**config.mk**
```make
export PLATFORM = sky130hd
export DESIGN_NAME = inst_encoder
export DESIGN_NICKNAME = d
export VERILOG_FILES = /design/src/rtl/inst_encoder.sv
export SDC_FILE = /design/constraint.sdc
export NUM_CORES = 1
export LEC_CHECK = 0
export ABC_AREA = 0
export BUFFER_PORTS_ARGS = -buffer_cell sky130_fd_sc_hd__buf_2
export CORE_MARGIN = 2
export CORE_UTILIZATION = 30
export CTS_BUF_LIST = sky130_fd_sc_hd__clkbuf_16
export DETAILED_ROUTE_END_ITERATION = 16
export REMOVE_ABC_BUFFERS = 1
export SYNTH_ARGS = -nofsm -noshare
export SYNTH_HDL_FRONTEND = slang
export SYNTH_SLANG_ARGS = --single-unit
```
**constraint.sdc**
```tcl
create_clock -name clk_i -period 2.3 [get_ports clk_i]
set_clock_uncertainty 0.15 [all_clocks]
set_input_delay 0.345 -clock clk_i [delete_from_list [all_inputs] [get_ports clk_i]]
set_output_delay 0.345 -clock clk_i [all_outputs]
set_load 0.01 [all_outputs]
```
**src/rtl/inst_encoder.sv**
```systemverilog
// Encodes field-level commands into RV32I instruction words, expanding LI into one or two words.
// Registered output, one-cycle latency; valid/ready with combinational cmd_ready_o for 1 word/cycle streaming.
module inst_encoder (
    input  logic        clk_i,
    input  logic        rst_ni,
    input  logic        cmd_valid_i,
    output logic        cmd_ready_o,
    input  logic [3:0]  cmd_kind_i,
    input  logic [2:0]  funct3_i,
    input  logic        funct7b5_i,
    input  logic [4:0]  rs1_i,
    input  logic [4:0]  rs2_i,
    input  logic [4:0]  rd_i,
    input  logic [31:0] imm_i,
    input  logic [11:0] csr_addr_i,
    output logic        inst_valid_o,
    input  logic        inst_ready_i,
    output logic [31:0] inst_o,
    output logic        inst_last_o,
    output logic        e_illegal_cmd_o
);

    localparam logic [3:0] K_LUI = 4'd0, K_AUIPC = 4'd1, K_JAL = 4'd2, K_JALR = 4'd3,
                           K_BRANCH = 4'd4, K_LOAD = 4'd5, K_STORE = 4'd6, K_OPIMM = 4'd7,
                           K_OP = 4'd8, K_FENCE = 4'd9, K_SYSTEM = 4'd10, K_LI = 4'd11,
                           K_NOP = 4'd12;

    localparam logic [6:0] OPC_LUI = 7'b0110111, OPC_AUIPC = 7'b0010111, OPC_JAL = 7'b1101111,
                           OPC_JALR = 7'b1100111, OPC_BRANCH = 7'b1100011, OPC_LOAD = 7'b0000011,
                           OPC_STORE = 7'b0100011, OPC_OPIMM = 7'b0010011, OPC_OP = 7'b0110011,
                           OPC_SYSTEM = 7'b1110011;

    typedef enum logic [1:0] {S_IDLE, S_OUT_LAST, S_OUT_FIRST} state_t;

    state_t      state_q, state_d;
    logic [31:0] inst_q, inst_d;
    logic [31:0] pend_q, pend_d;
    logic        illegal_q, illegal_d;

    logic [31:0] enc_word1, enc_word2, li_sum;
    logic        enc_two, enc_illegal;
    logic        i_ok, j_ok, b_ok, accept;

    // Range checks: upper bits must be a pure sign extension of the encodable field.
    assign i_ok   = (&imm_i[31:11]) || !(|imm_i[31:11]);
    assign j_ok   = (&imm_i[31:20]) || !(|imm_i[31:20]);
    assign b_ok   = (&imm_i[31:12]) || !(|imm_i[31:12]);
    assign li_sum = imm_i + 32'h0000_0800;

    always_comb begin
        enc_word1   = 32'h0;
        enc_word2   = 32'h0;
        enc_two     = 1'b0;
        enc_illegal = 1'b0;
        case (cmd_kind_i)
            K_LUI, K_AUIPC: begin
                enc_word1   = {imm_i[31:12], rd_i, (cmd_kind_i == K_LUI) ? OPC_LUI : OPC_AUIPC};
                enc_illegal = |imm_i[11:0];
            end
            K_JAL: begin
                enc_word1   = {imm_i[20], imm_i[10:1], imm_i[11], imm_i[19:12], rd_i, OPC_JAL};
                enc_illegal = imm_i[0] || !j_ok;
            end
            K_BRANCH: begin
                enc_word1   = {imm_i[12], imm_i[10:5], rs2_i, rs1_i, funct3_i, imm_i[4:1], imm_i[11], OPC_BRANCH};
                enc_illegal = imm_i[0] || !b_ok || (funct3_i == 3'b010) || (funct3_i == 3'b011);
            end
            K_JALR: begin
                enc_word1   = {imm_i[11:0], rs1_i, funct3_i, rd_i, OPC_JALR};
                enc_illegal = !i_ok || (funct3_i != 3'b000);
            end
            K_LOAD: begin
                enc_word1   = {imm_i[11:0], rs1_i, funct3_i, rd_i, OPC_LOAD};
                enc_illegal = !i_ok || (funct3_i == 3'b011) || (funct3_i == 3'b110) || (funct3_i == 3'b111);
            end
            K_STORE: begin
                enc_word1   = {imm_i[11:5], rs2_i, rs1_i, funct3_i, imm_i[4:0], OPC_STORE};
                enc_illegal = !i_ok || (funct3_i > 3'b010);
            end
            K_OPIMM: begin
                if (funct3_i == 3'b001 || funct3_i == 3'b101) begin
                    enc_word1   = {1'b0, funct7b5_i, 5'b0, imm_i[4:0], rs1_i, funct3_i, rd_i, OPC_OPIMM};
                    enc_illegal = (funct3_i == 3'b001) && funct7b5_i;
                end else begin
                    enc_word1   = {imm_i[11:0], rs1_i, funct3_i, rd_i, OPC_OPIMM};
                    enc_illegal = !i_ok;
                end
            end
            K_OP: begin
                enc_word1   = {1'b0, funct7b5_i, 5'b0, rs2_i, rs1_i, funct3_i, rd_i, OPC_OP};
                enc_illegal = funct7b5_i && (funct3_i != 3'b000) && (funct3_i != 3'b101);
            end
            K_FENCE: enc_word1 = 32'h0FF0_000F;
            K_NOP:   enc_word1 = 32'h0000_0013;
            K_SYSTEM: begin
                if (funct3_i == 3'b000) begin
                    enc_word1   = {csr_addr_i, 5'b0, 3'b000, 5'b0, OPC_SYSTEM};
                    enc_illegal = (csr_addr_i != 12'h000) && (csr_addr_i != 12'h001) && (csr_addr_i != 12'h302);
                end else begin
                    enc_word1   = {csr_addr_i, rs1_i, funct3_i, rd_i, OPC_SYSTEM};
                    enc_illegal = (funct3_i == 3'b100);
                end
            end
            K_LI: begin
                if (i_ok) begin
                    enc_word1 = {imm_i[11:0], 5'b0, 3'b000, rd_i, OPC_OPIMM};
                end else begin
                    enc_word1 = {li_sum[31:12], rd_i, OPC_LUI};
                    enc_word2 = {imm_i[11:0], rd_i, 3'b000, rd_i, OPC_OPIMM};
                    enc_two   = |imm_i[11:0];
                end
            end
            default: enc_illegal = 1'b1;
        endcase
    end

    assign inst_valid_o    = (state_q != S_IDLE);
    assign inst_last_o     = (state_q == S_OUT_LAST);
    assign inst_o          = inst_q;
    assign e_illegal_cmd_o = illegal_q;
    assign cmd_ready_o     = !inst_valid_o || (inst_last_o && inst_ready_i);
    assign accept          = cmd_valid_i && cmd_ready_o;

    always_comb begin
        state_d   = state_q;
        inst_d    = inst_q;
        pend_d    = pend_q;
        illegal_d = 1'b0;
        if (state_q == S_OUT_FIRST && inst_ready_i) begin
            state_d = S_OUT_LAST;
            inst_d  = pend_q;
        end else if (accept) begin
            if (enc_illegal) begin
                state_d   = S_IDLE;
                illegal_d = 1'b1;
            end else begin
                state_d = enc_two ? S_OUT_FIRST : S_OUT_LAST;
                inst_d  = enc_word1;
                pend_d  = enc_word2;
            end
        end else if (state_q == S_OUT_LAST && inst_ready_i) begin
            state_d = S_IDLE;
        end
    end

    always_ff @(posedge clk_i or negedge rst_ni) begin
        if (!rst_ni) begin
            state_q   <= S_IDLE;
            inst_q    <= 32'h0;
            pend_q    <= 32'h0;
            illegal_q <= 1'b0;
        end else begin
            state_q   <= state_d;
            inst_q    <= inst_d;
            pend_q    <= pend_d;
            illegal_q <= illegal_d;
        end
    end

endmodule
```
* Yosys cells after proc, flatten, opt, wreduce, memory -nomap -nowiden *
Cells that the tools add are included.

word-level totals
  bits in registers = 67
  input port bits = 71
  output and inout bits = 36
  word-level logic and storage cells = 103

cells by class
  add/subtract/negate cells = 1
  $lt $le $gt $ge = 1
  eq/ne operators = 25
  multiplexer cells = 23
  bitwise logic cells = 2
  reduce and logical (&&, ||, !) cells = 47

operators with widths
  operator                                                           number
  32-bit one-hot mux with 12 select lines                            1
  32-bit two-way mux                                                 7
  32-bit by 12-bit adder with 32-bit output, second input constant   1
  12-bit OR reduction                                                2
  21-bit AND reduction                                               1
  21-bit OR reduction                                                1
  4-bit == test, second input constant                               5
  20-bit two-way mux                                                 1
  20-bit AND reduction                                               1
  20-bit OR reduction                                                1
  4-bit by 3-bit == test with 1-bit output, second input constant    4
  1-bit logical OR                                                   14
  3-bit == test, second input constant                               4
  12-bit by 1-bit != test with 1-bit output, second input constant   1
  12-bit by 10-bit != test with 1-bit output, second input constant  1
  12-bit AND reduction                                               1
  12-bit nonzero test                                                1
  2-bit two-way mux                                                  5
  1-bit one-hot mux with 10 select lines                             1
  4-bit by 2-bit == test with 1-bit output, second input constant    2
  1-bit logical AND                                                  8
  1-bit zero test                                                    7
  1-bit two-way mux                                                  7
  3-bit by 2-bit == test with 1-bit output, second input constant    2
  17 further kinds                                                   20

* Depth between registers and ports, before layout *
Gate-level depths: netlist of the first run.

  depth after elaboration = 11
  gate-level depth with buffers = 11
  mapped depth without buffers = 8

* Worst setup path before layout of the first run *
Ideal clock, no wire load.

  kind = input to register
  start = input port cmd_kind_i[1]
  end = register pend_q[4]
  arrival time = 2.240 ns
  data required time = 2.025 ns
  path slack = -0.215 ns
  stages on the path = 9
  cells stage by stage = buf_2 -> or2_2 -> or3b_2 -> o21ai_0 -> a211oi_1 -> nand4bb_1 -> buf_2 -> buf_4 -> mux2_2

on the way
  word-level cells in the longest chain between the ends = 5
  elaborated cells between the ends (all ways) = 19
  classes of those cells = eq/ne: 12; mux: 2; bitwise: 1; reduce/logical: 4

ends and longest elaborated chain
  item                                                                       line  source
  start, declared                                                            8     input logic [3:0] cmd_kind_i,
  4-bit == test (tied with other cells)                                      55    case (cmd_kind_i)
  3-bit OR reduction (no source line) or 2-bit OR reduction (tied branches)  --
  1-bit one-hot mux with 10 select lines                                     55
  1-bit inverter (no source line)                                            --
  3-bit AND reduction (no source line)                                       --
  end signal, assigned                                                       155   pend_q <= pend_d;
  end, declared                                                              37    logic [31:0] pend_q, pend_d;

Parallel ways exist; a longest one is shown, timed or not.
A chain may end at the register's enable or synchronous reset.

* Worst setup path in the final report of the first run *
  start = input port csr_addr_i[11]
  end = register inst_q[2], in the netlist inst_o[2]

on the way
  word-level cells in the longest chain between the ends = 7
  elaborated cells between the ends (all ways) = 9
  classes of those cells = eq/ne: 3; mux: 2; reduce/logical: 4

ends and longest elaborated chain
  item                                                                              line  source
  start, declared                                                                   15    input logic [11:0] csr_addr_i,
  12-bit by 1-bit != test with 1-bit output or 12-bit nonzero test (tied branches)  98    enc_illegal = (csr_addr_i != 12'h000) && (csr_addr_i != 12'h001) && (csr_addr_i != 12'h302);
  1-bit logical AND                                                                 98
  1-bit logical AND (*)                                                             98
  1-bit two-way mux (*)                                                             96    if (funct3_i == 3'b000) begin
  1-bit one-hot mux with 10 select lines (*)                                        55
  2-bit by 1-bit != test with 1-bit output (no source line) (*)                     --
  2-bit AND reduction (no source line) (*)                                          --
  end signal, assigned                                                              154   inst_q <= inst_d;
  end, declared                                                                     36    logic [31:0] inst_q, inst_d;

Every way passes the cells marked *; elsewhere a longest branch is shown, timed or not.

==> results.json, run 1 <==
{
  "status": "complete, but fails checks",
  "violations": "negative setup slack",
  "layout_common_cells": "buf_4, buf_2, nand2_1",
  "cap_violations": 0,
  "drt_iter0_markers": 448,
  "fp.coreArea_um2": 12700,
  "wire_per_inst_um": 19.8,
  "ff2ff_path_depth": 7,
  "grt_max_degree": 27,
  "gr-total-overflow": 0,
  "power_switching_mw": 1.14,
  "critPathArrivalTime_ns": 2.45,
  "routed_wl_um": 17700,
  "nNetsFinal": 794,
  "ys_seq_elements": 52,
  "holdPathStages": 3,
  "place_ws_ns": -0.746,
  "mostFrequentLayoutCell": "buf_4",
  "ys_warn_count": 0,
  "grt_pass1_wl_um": 26600,
  "r2r_start": "state_q[0]",
  "worst_slew_pin_slew_ns": 0.562,
  "slew_violations": 0,
  "area_growth_pct": 66.2,
  "netlist_instances": 495,
  "hold_violations": 0,
  "min_from": "rd_i[3]",
  "hp-class": "input port to flip-flop",
  "setup_viol": 30,
  "die_h_um": 119,
  "ant_nets": 0,
  "grt_use_total_pct": 24.3,
  "drive_above_1_share_pct": 48.3,
  "synth_edf_count": 0,
  "cell_internal_pwr_mw": 2.26,
  "powerDensity_nw_per_um2": 519,
  "cp-start-kind": "input port",
  "clockBufferDepth": 2,
  "vdd_drop_max_uv": 305,
  "cts_tree": "built",
  "die_w_um": 119,
  "start_util_pct": 31.0,
  "cts_inserted_buffers": 5,
  "dr.pass1.iters": 7,
  "seq_power_share_pct": 35.3,
  "antenna_found_initial": 0,
  "p_sw_share_pct": 33.5,
  "io_pins": 107,
  "min_to": "pend_q[18]",
  "pwr-share-clk_pct": 25.6,
  "leakagePower_nw": 2.97,
  "rows": 41,
  "fin_area_um2": 6550,
  "dpl-instance-area_um2": 5490,
  "ctsHtreeMaxLevel": 2,
  "dpl.hpwl_um": 12900,
  "reg2reg_slack_ns": 0.22,
  "report.power.total_mw": 3.40,
  "port_buffers": 106,
  "max_freq_ghz": 0.421,
  "die-area_um2": 14100,
  "grt_pass1_vias": 4843,
  "clock_latency_ns": 0.30,
  "n_antenna_cell": 0,
  "path_class": "input port to flip-flop",
  "drc": 0,
  "vias": 4939,
  "critPathCaptureType": "flip-flop",
  "postSynthAreaPerCell_um2": 7.96,
  "rsz0062_at_grt": "true",
  "r2r-end": "inst_o[4]",
  "synth-seq-area-share_pct": 33.0,
  "crit_fanout": 12,
  "layout_setup_ws_ns": -0.0766,
  "final_core_util_pct": 51.5,
  "finalCritPeriodShare_pct": 103,
  "comb_power_share_pct": 39.2,
  "cts-root-buf": "clkbuf_16",
  "mappedNetlistArea_um2": 3940,
  "synthFlopType": "dfrtp_1",
  "ys_async_sr_fraction_pct": 100,
  "synth.distinct_cells": 64,
  "place.gp.congestion": 0.950,
  "clk_pin_slew_ns": 0.07,
  "fin_crit_ns": 2.38,
  "cts.sinks": 52,
  "via_per_inst": 5.52,
  "worstPathRequired_ns": 2.38,
  "maxSlewHeadroom_pct": 62.6
}
sequential cells by signal (all words and copies together) (netlist names):
name,cells
e_illegal_cmd_o,1
pend_q,18
inst_o,31
state_q,2
area by class of cell:
class | count | area (µm²)
fill | 1267 | 6170
multi-input combinational | 395 | 2860
timing repair buffer | 255 | 1960
sequential | 52 | 1300
tap | 172 | 215
clock buffer | 5 | 125
inverter | 12 | 45.0
clock inverter | 3 | 42.5
metrics by stage:
step | std cells | hold slack [ns] | setup TNS, ns
2_1_floorplan | 458 | -0.101 | -95.16
3_3_place_gp | 862 | 0.213 | -32.98
3_5_place_dp | 862 | 0.218 | -31.08
4_1_cts | 884 | 0.149 | -0.103
5_1_grt | 894 | 0.152 | -2.73
6_report | 894 | 0.143 | -0.659
cells in the mapped netlist, types with 4 or more instances:
master | instances | area share (%)
a211o_1 | 4 | 0.89
or2_2 | 5 | 0.79
and2_1 | 4 | 0.63
a221oi_1 | 10 | 2.2
mux2_2 | 12 | 3.4
nand4_1 | 5 | 0.79
nor2b_1 | 6 | 0.95
nand3_1 | 24 | 3.0
clkbuf_1 | 19 | 1.8
nor4_1 | 9 | 1.4
buf_1 | 4 | 0.38
and4_1 | 4 | 0.89
o31ai_1 | 6 | 1.1
xor2_1 | 7 | 1.6
nor3_1 | 13 | 1.7
nor2_1 | 31 | 3.0
dfrtp_1 | 52 | 33
a21oi_1 | 32 | 4.1
inv_1 | 12 | 1.1
a222oi_1 | 7 | 1.8
a22oi_1 | 11 | 2.1
buf_2 | 9 | 1.1
xnor2_1 | 11 | 2.4
nand2_1 | 77 | 7.3
o21ai_0 | 35 | 4.4
o22ai_1 | 4 | 0.63
o211ai_1 | 8 | 1.5
mux2i_1 | 6 | 1.5
and3_1 | 7 | 1.1
nand2b_1 | 11 | 1.7
cells by family after synthesis:
| family | synth area share, % |
|---|---|
| muxes | 4.95 |
| AOI/OAI and AO/OA | 25.0 |
| xor gates and xnor gates | 4.00 |
| DFF | 33.0 |
| buffers and inverters | 5.56 |
| adders and majority gates | 0.635 |
| and+or+nand+nor | 26.8 |
worst max path at each step:
stage | startpoint | endpoint | cells after the start
after global placement | imm_i[11] | inst_o[2] | 11
after floorplan | imm_i[11] | inst_o[15] | 8
after CTS | imm_i[30] | inst_o[4] | 11
after global routing | imm_i[31] | inst_o[4] | 11
after detailed placement | imm_i[11] | inst_o[26] | 11
final | csr_addr_i[11] | inst_o[2] | 11
power by group through the flow:
stage                     logic, mW  registers, mW  clock network (mW)
after floorplan               0.394           1.26                   0
after global placement         1.06           1.20                   0
after detailed placement       1.07           1.20                   0
after CTS                      1.22           1.19               0.893
after global routing           1.42           1.22               0.922
final                          1.33           1.20               0.869
metal layers:
metal	track usage (%)	routed length (µm)	vias up	share of wire (%)
li1	-	-	2291	-
met1	32.9	7790	2389	44
met2	39.5	8300	221	47
met3	3.72	1120	38	6.3
met4	8.18	503	0	2.8
met5	0	0	-	0
worst max-delay path, cell delays in order:
cell	delay [ns]
buf_2	0.12
or4_4	0.52
nor3_4	0.16
a31oi_4	0.12
a211oi_2	0.16
buf_4	0.17
buf_12	0.10
nand4bb_4	0.16
buf_12	0.20
a211o_1	0.26
a21oi_1	0.12
what timing repair did:
item,in CTS,in global routing
hold buffers,1,0
cloned,5,4
pin swaps,16,21
resized for setup,64,73
endpoints found under the hold margin,21,0
setup buffers,9,7
endpoints found under the setup margin,51,50
Note: power is estimated with default switching activity, not from simulation.
==> inputs of run 2 (changes only) <==
==> constraint.sdc (replaced) <==
create_clock -name clk_i -period 1.95 [get_ports clk_i]
set_clock_uncertainty 0.15 [all_clocks]
set_input_delay 0.2925 -clock clk_i [delete_from_list [all_inputs] [get_ports clk_i]]
set_output_delay 0.2925 -clock clk_i [all_outputs]
set_load 0.01 [all_outputs]
==> run 2 against run 1 <==
The run still ends with negative setup slack left. Via count up 2.6%. Critical path depth unchanged. Die area unchanged. Wire length up 2.7%. Final area up 1.1%. Register-to-register slack worse by 0.32 ns. Sequential power up 18%. Combinational power up 22%. Core utilization up 0.59 points. Flip-flop and latch count unchanged. Critical endpoint is now inst_o[17]. Highest routed layer unchanged.
==> results.json, run 2 (synthesis results as in run 1) <==
{
  "pwr-share-clk_pct": 23.9,
  "die-area_um2": 14100,
  "io_pins": 107,
  "place_ws_ns": -0.925,
  "grt_max_degree": 53,
  "cts-root-buf": "clkbuf_16",
  "slew_violations": 0,
  "die_h_um": 119,
  "area_growth_pct": 68.1,
  "multi_input_area_um2": 2870,
  "cap_violations": 0,
  "die_w_um": 119,
  "fin_area_um2": 6620,
  "fillers": 1247,
  "layout_common_cells": "buf_4, buf_2, nand2_1",
  "clock_latency_ns": 0.30,
  "dr.pass1.iters": 5,
  "rows": 41,
  "maxSlewHeadroom_pct": 62.8,
  "fp.coreArea_um2": 12700,
  "via_per_inst": 5.57,
  "hold_slack_ns": 0.0757,
  "wire_per_inst_um": 20.0,
  "path_delay_family": "simple AND/OR/NAND/NOR gates",
  "worstPathRequired_ns": 1.99,
  "vdd_drop_max_uv": 280,
  "nNetsFinal": 809,
  "clk_pin_slew_ns": 0.08,
  "clockBufferDepth": 2,
  "ant_nets": 0,
  "crit_buf_inv": 4,
  "cp_cell_sequence": "buf_2 > nor4_4 > buf_4 > nand3_4 > buf_6 > o22ai_4 > a21oi_2 > nand4bb_4 > buf_12 > and2_4 > a221o_1",
  "power_switching_mw": 1.41,
  "routed_wl_um": 18200,
  "cts_inserted_buffers": 5,
  "dpl-instance-area_um2": 5620,
  "rsz0062_at_grt": "true",
  "crit_fanout": 7,
  "cell_internal_pwr_mw": 2.58,
  "setup_viol": 51,
  "start_util_pct": 31.0,
  "grt_pass1_vias": 4940,
  "dpl.hpwl_um": 13400,
  "mostFrequentLayoutCell": "buf_4",
  "n_antenna_cell": 0,
  "path_class": "input port to flip-flop",
  "cts_tree": "built",
  "drt_iter0_markers": 455,
  "grt_pass1_wl_um": 27500,
  "max_stage_delay_ns": 0.30,
  "comb_power_share_pct": 40.5,
  "violations": "negative setup slack",
  "powerDensity_nw_per_um2": 604,
  "drive_above_1_share_pct": 48.7,
  "vias": 5066,
  "p_sw_share_pct": 35.4,
  "port_buffers": 106,
  "status": "complete, but fails checks",
  "finalCritPeriodShare_pct": 120,
  "seq_power_share_pct": 35.5,
  "area.sequential_um2": 1300,
  "hold_violations": 0,
  "critPathArrivalTime_ns": 2.38,
  "leakagePower_nw": 3.06,
  "layout_setup_ws_ns": -0.390,
  "worst_slew_pin_slew_ns": 0.557,
  "cp-start-kind": "input port",
  "antenna_found_initial": 0,
  "max_freq_ghz": 0.427,
  "largest_register_ffs": 31,
  "ctsHtreeMaxLevel": 2,
  "place.gp.congestion": 1.01,
  "grt_use_total_pct": 25.0,
  "critPathCaptureType": "flip-flop",
  "gr-total-overflow": 0,
  "fin_crit_ns": 2.34,
  "cts.sinks": 52,
  "critPathSlowestCell": "a221o_1",
  "drc": 0,
  "hp-class": "input port to flip-flop"
}
run 2: cell count changes in the layout (fill, tap and decap cells not counted), sizes merged:
cell / change
buf: +16
bufbuf: +1
bufinv: -1
clkbuf: -1
clkinv: -1
clkinvlp: +1
inv: +1
nand4bb: -1
run 2: routing by layer:
| layer | vias up | routed length (µm) | track usage [%] |
|---|---|---|---|
| met2 | 263 | 8360 | 39.0 |
| met3 | 45 | 1440 | 5.21 |
| met1 | 2435 | 7810 | 33.6 |
| met4 | 0 | 578 | 9.90 |
| li1 | 2323 | - | - |
| met5 | - | 0 | 0 |
run 2: metrics by stage:
| step | power, mW | instances | utilization [%] | setup TNS [ns] |
|---|---|---|---|---|
| after floorplan | 1.95 | 458 | - | -110.33 |
| after global placement | 2.72 | 879 | 44.2 | -44.27 |
| after detailed placement | 2.74 | 879 | 44.2 | -40.99 |
| after CTS | 3.89 | 900 | 49.2 | -16.40 |
| after global routing | 4.18 | 909 | 52.1 | -17.99 |
| final | 4.00 | 909 | 52.1 | -15.32 |
run 2: worst paths after layout:
kind,endpoint,cells past startpoint,slack (ns),start
setup / recovery,inst_o[17],11,-0.39,imm_i[28]
hold / removal,pend_q[16],3,0.08,rd_i[1]
setup reg to reg,inst_o[17],7,-0.10,state_q[0]
hold reg to reg,pend_q[23],2,0.33,pend_q[23]
max in group asynchronous,inst_o[19],3,1.03,rst_ni
min in group asynchronous,inst_o[28],3,0.37,rst_ni
run 2: cell type report:
type	count	share of cell area [%]
multi-input combinational	394	43.3
timing repair buffer	271	30.8
sequential	52	19.6
tap	172	3.25
clock buffer	5	1.89
inverter	12	0.680
clock inverter	3	0.416
run 2: worst register-to-register path, delay by kind of cell (launching register included):
kind,cells,cell delay [ns]
compound gates,1,0.30
flops,1,0.41
buf+inv,1,0.20
simple gates,5,0.86
run 2: power by group through the flow:
stage | registers (mW) | logic [mW] | clock network, mW
2_1_floorplan | 1.49 | 0.465 | 0
3_3_place_gp | 1.43 | 1.30 | 0
3_5_place_dp | 1.43 | 1.31 | 0
4_1_cts | 1.41 | 1.51 | 0.969
5_1_grt | 1.45 | 1.73 | 1.01
6_report | 1.42 | 1.62 | 0.957
run 2: repair_timing:
item                                    CTS  global route
endpoints found under the hold margin    52             0
resized for setup                        75            65
gates cloned                              3             3
hold buffers                              1             0
endpoints found under the setup margin   51            51
pin swaps                                23            28
setup buffers                            10             7
==> inputs of run 3 (changes only) <==
--- a/config.mk
+++ b/config.mk
@@ -6,6 +6,7 @@
 export NUM_CORES = 1
 export LEC_CHECK = 0
 export ABC_AREA = 0
+export ABC_CLOCK_PERIOD_IN_PS = 2850
 export BUFFER_PORTS_ARGS = -buffer_cell sky130_fd_sc_hd__buf_2
 export CORE_MARGIN = 2
 export CORE_UTILIZATION = 30
==> constraint.sdc (replaced) <==
create_clock -name clk_i -period 2.85 [get_ports clk_i]
set_clock_uncertainty 0.15 [all_clocks]
set_input_delay 0.4275 -clock clk_i [delete_from_list [all_inputs] [get_ports clk_i]]
set_output_delay 0.4275 -clock clk_i [all_outputs]
set_load 0.01 [all_outputs]
==> run 3 against run 2 <==
The run now ends clean. Final area is 19% lower. Worst setup slack better by 0.55 ns. Worst hold slack worse by 0.028 ns. Critical path type unchanged. Largest power group is now sequential cells. Highest routed layer unchanged.
==> results.json, run 3 (synthesis results as in run 1) <==
{
  "status": "complete, no violations",
  "cts_hold_buf": 0,
  "grt_max_degree": 42,
  "report.power.total_mw": 2.50,
  "hp-class": "input port to async pin",
  "area_growth_pct": 35.7,
  "die_h_um": 119,
  "cts.sinks": 52,
  "cts-root-buf": "clkbuf_16",
  "fin_crit_ns": 2.69,
  "leakagePower_nw": 2.46,
  "routed_wl_um": 16000,
  "clk_pin_slew_ns": 0.08,
  "gr-total-overflow": 0,
  "cts_tree": "built",
  "fp.coreArea_um2": 12700,
  "die_w_um": 119,
  "antenna_found_initial": 0,
  "nNetsFinal": 728,
  "hold_violations": 0,
  "crit_path_start": "imm_i[30]",
  "via_per_inst": 5.50,
  "dpl.hpwl_um": 12600,
  "cts_inserted_buffers": 5,
  "hold_slack_ns": 0.0474,
  "rsz0062_at_grt": "false",
  "rows": 41,
  "cp-start-kind": "input port",
  "vdd_drop_max_uv": 203,
  "wire_per_inst_um": 19.4,
  "drive_above_1_share_pct": 34.8,
  "r2r_start": "state_q[1]",
  "cap_violations": 0,
  "ff2ff_path_depth": 6,
  "cts_setup_buffers": 0,
  "reg2reg_slack_ns": 0.80,
  "grt_pass1_wl_um": 25000,
  "start_util_pct": 31.0,
  "n_antenna_cell": 0,
  "clockBufferDepth": 2,
  "worst_slew_pin_slew_ns": 0.806,
  "post_cts_resize_count": 0,
  "drc": 0,
  "critPathArrivalTime_ns": 2.72,
  "slew_violations": 0,
  "max_freq_ghz": 0.372,
  "place.gp.congestion": 0.942,
  "io_pins": 107,
  "powerDensity_nw_per_um2": 468,
  "clock_latency_ns": 0.30,
  "vias": 4555,
  "mostFrequentLayoutCell": "buf_2",
  "crit_fanout": 8,
  "r2r-end": "inst_o[15]",
  "worstPathRequired_ns": 2.89,
  "setup_viol": 0,
  "final_core_util_pct": 42.0,
  "ctsHtreeMaxLevel": 2,
  "grt_pass1_vias": 4531,
  "ant_nets": 0,
  "layout_common_cells": "buf_2, buf_4, nand2_1",
  "die-area_um2": 14100,
  "grt_use_total_pct": 22.9,
  "drt_iter0_markers": 307,
  "critPathCapture": "inst_o[17]",
  "maxSlewHeadroom_pct": 46.1,
  "largest_register_ffs": 31,
  "finalCritPeriodShare_pct": 94.3,
  "critPathCaptureType": "flip-flop",
  "path_class": "input port to flip-flop",
  "dr.pass1.iters": 7,
  "port_buffers": 106
}
==> run 3: worst max-delay path, cell delays in order <==
cell       delay, ns
buf_2           0.12
nor4_1          0.31
buf_4           0.19
nand3_1         0.15
nor4_1          0.31
a2bb2oi_1       0.23
buf_4           0.16
nand4bb_4       0.14
and2_1          0.33
a221o_1         0.35
==> run 3: metrics by stage <==
stage          instance area, µm²  setup TNS (ns)  instances  setup WS [ns]
2_1_floorplan                3770          -71.32        458          -1.76
3_3_place_gp                 5160           -4.47        820         -0.210
3_5_place_dp                 5160           -5.00        820         -0.220
4_1_cts                      5340               0        828          0.103
5_1_grt                      5350               0        828         0.0289
6_report                     5350               0        828          0.164
==> run 3: how the worst min path moves through the flow <==
stage                 endpoint  slack [ns]  cells past startpoint
2_1_floorplan  e_illegal_cmd_o       -0.02                      0
3_3_place_gp        pend_q[27]        0.31                      2
3_5_place_dp        pend_q[27]        0.32                      2
4_1_cts             inst_o[28]        0.08                      1
5_1_grt             inst_o[28]        0.11                      1
6_report            inst_o[28]        0.05                      1
==> run 3: metal layers <==
| layer | vias up | part of all wire, % | GRT usage, % |
|---|---|---|---|
| met5 | - | 0 | 0 |
| met4 | 0 | 3.8 | 9.38 |
| met3 | 41 | 8.3 | 4.54 |
| met2 | 223 | 46 | 37.1 |
| met1 | 2142 | 42 | 29.7 |
| li1 | 2149 | - | - |
==> run 3: cell type report <==
type                            count  area [µm²]
Fill cell                        1380        7370
Multi-Input combinational cell    394        2450
Sequential cell                    52        1300
Timing Repair Buffer              190        1160
Tap cell                          172         215
Clock buffer                        5         125
Clock inverter                      3        46.3
Inverter                           12        45.0
==> run 3: power by group <==
group | leakage, nW | switching [mW] | internal (mW)
clock | 0.0804 | 0.303 | 0.418
combinational | 1.70 | 0.451 | 0.368
sequential | 0.679 | 0.0877 | 0.874
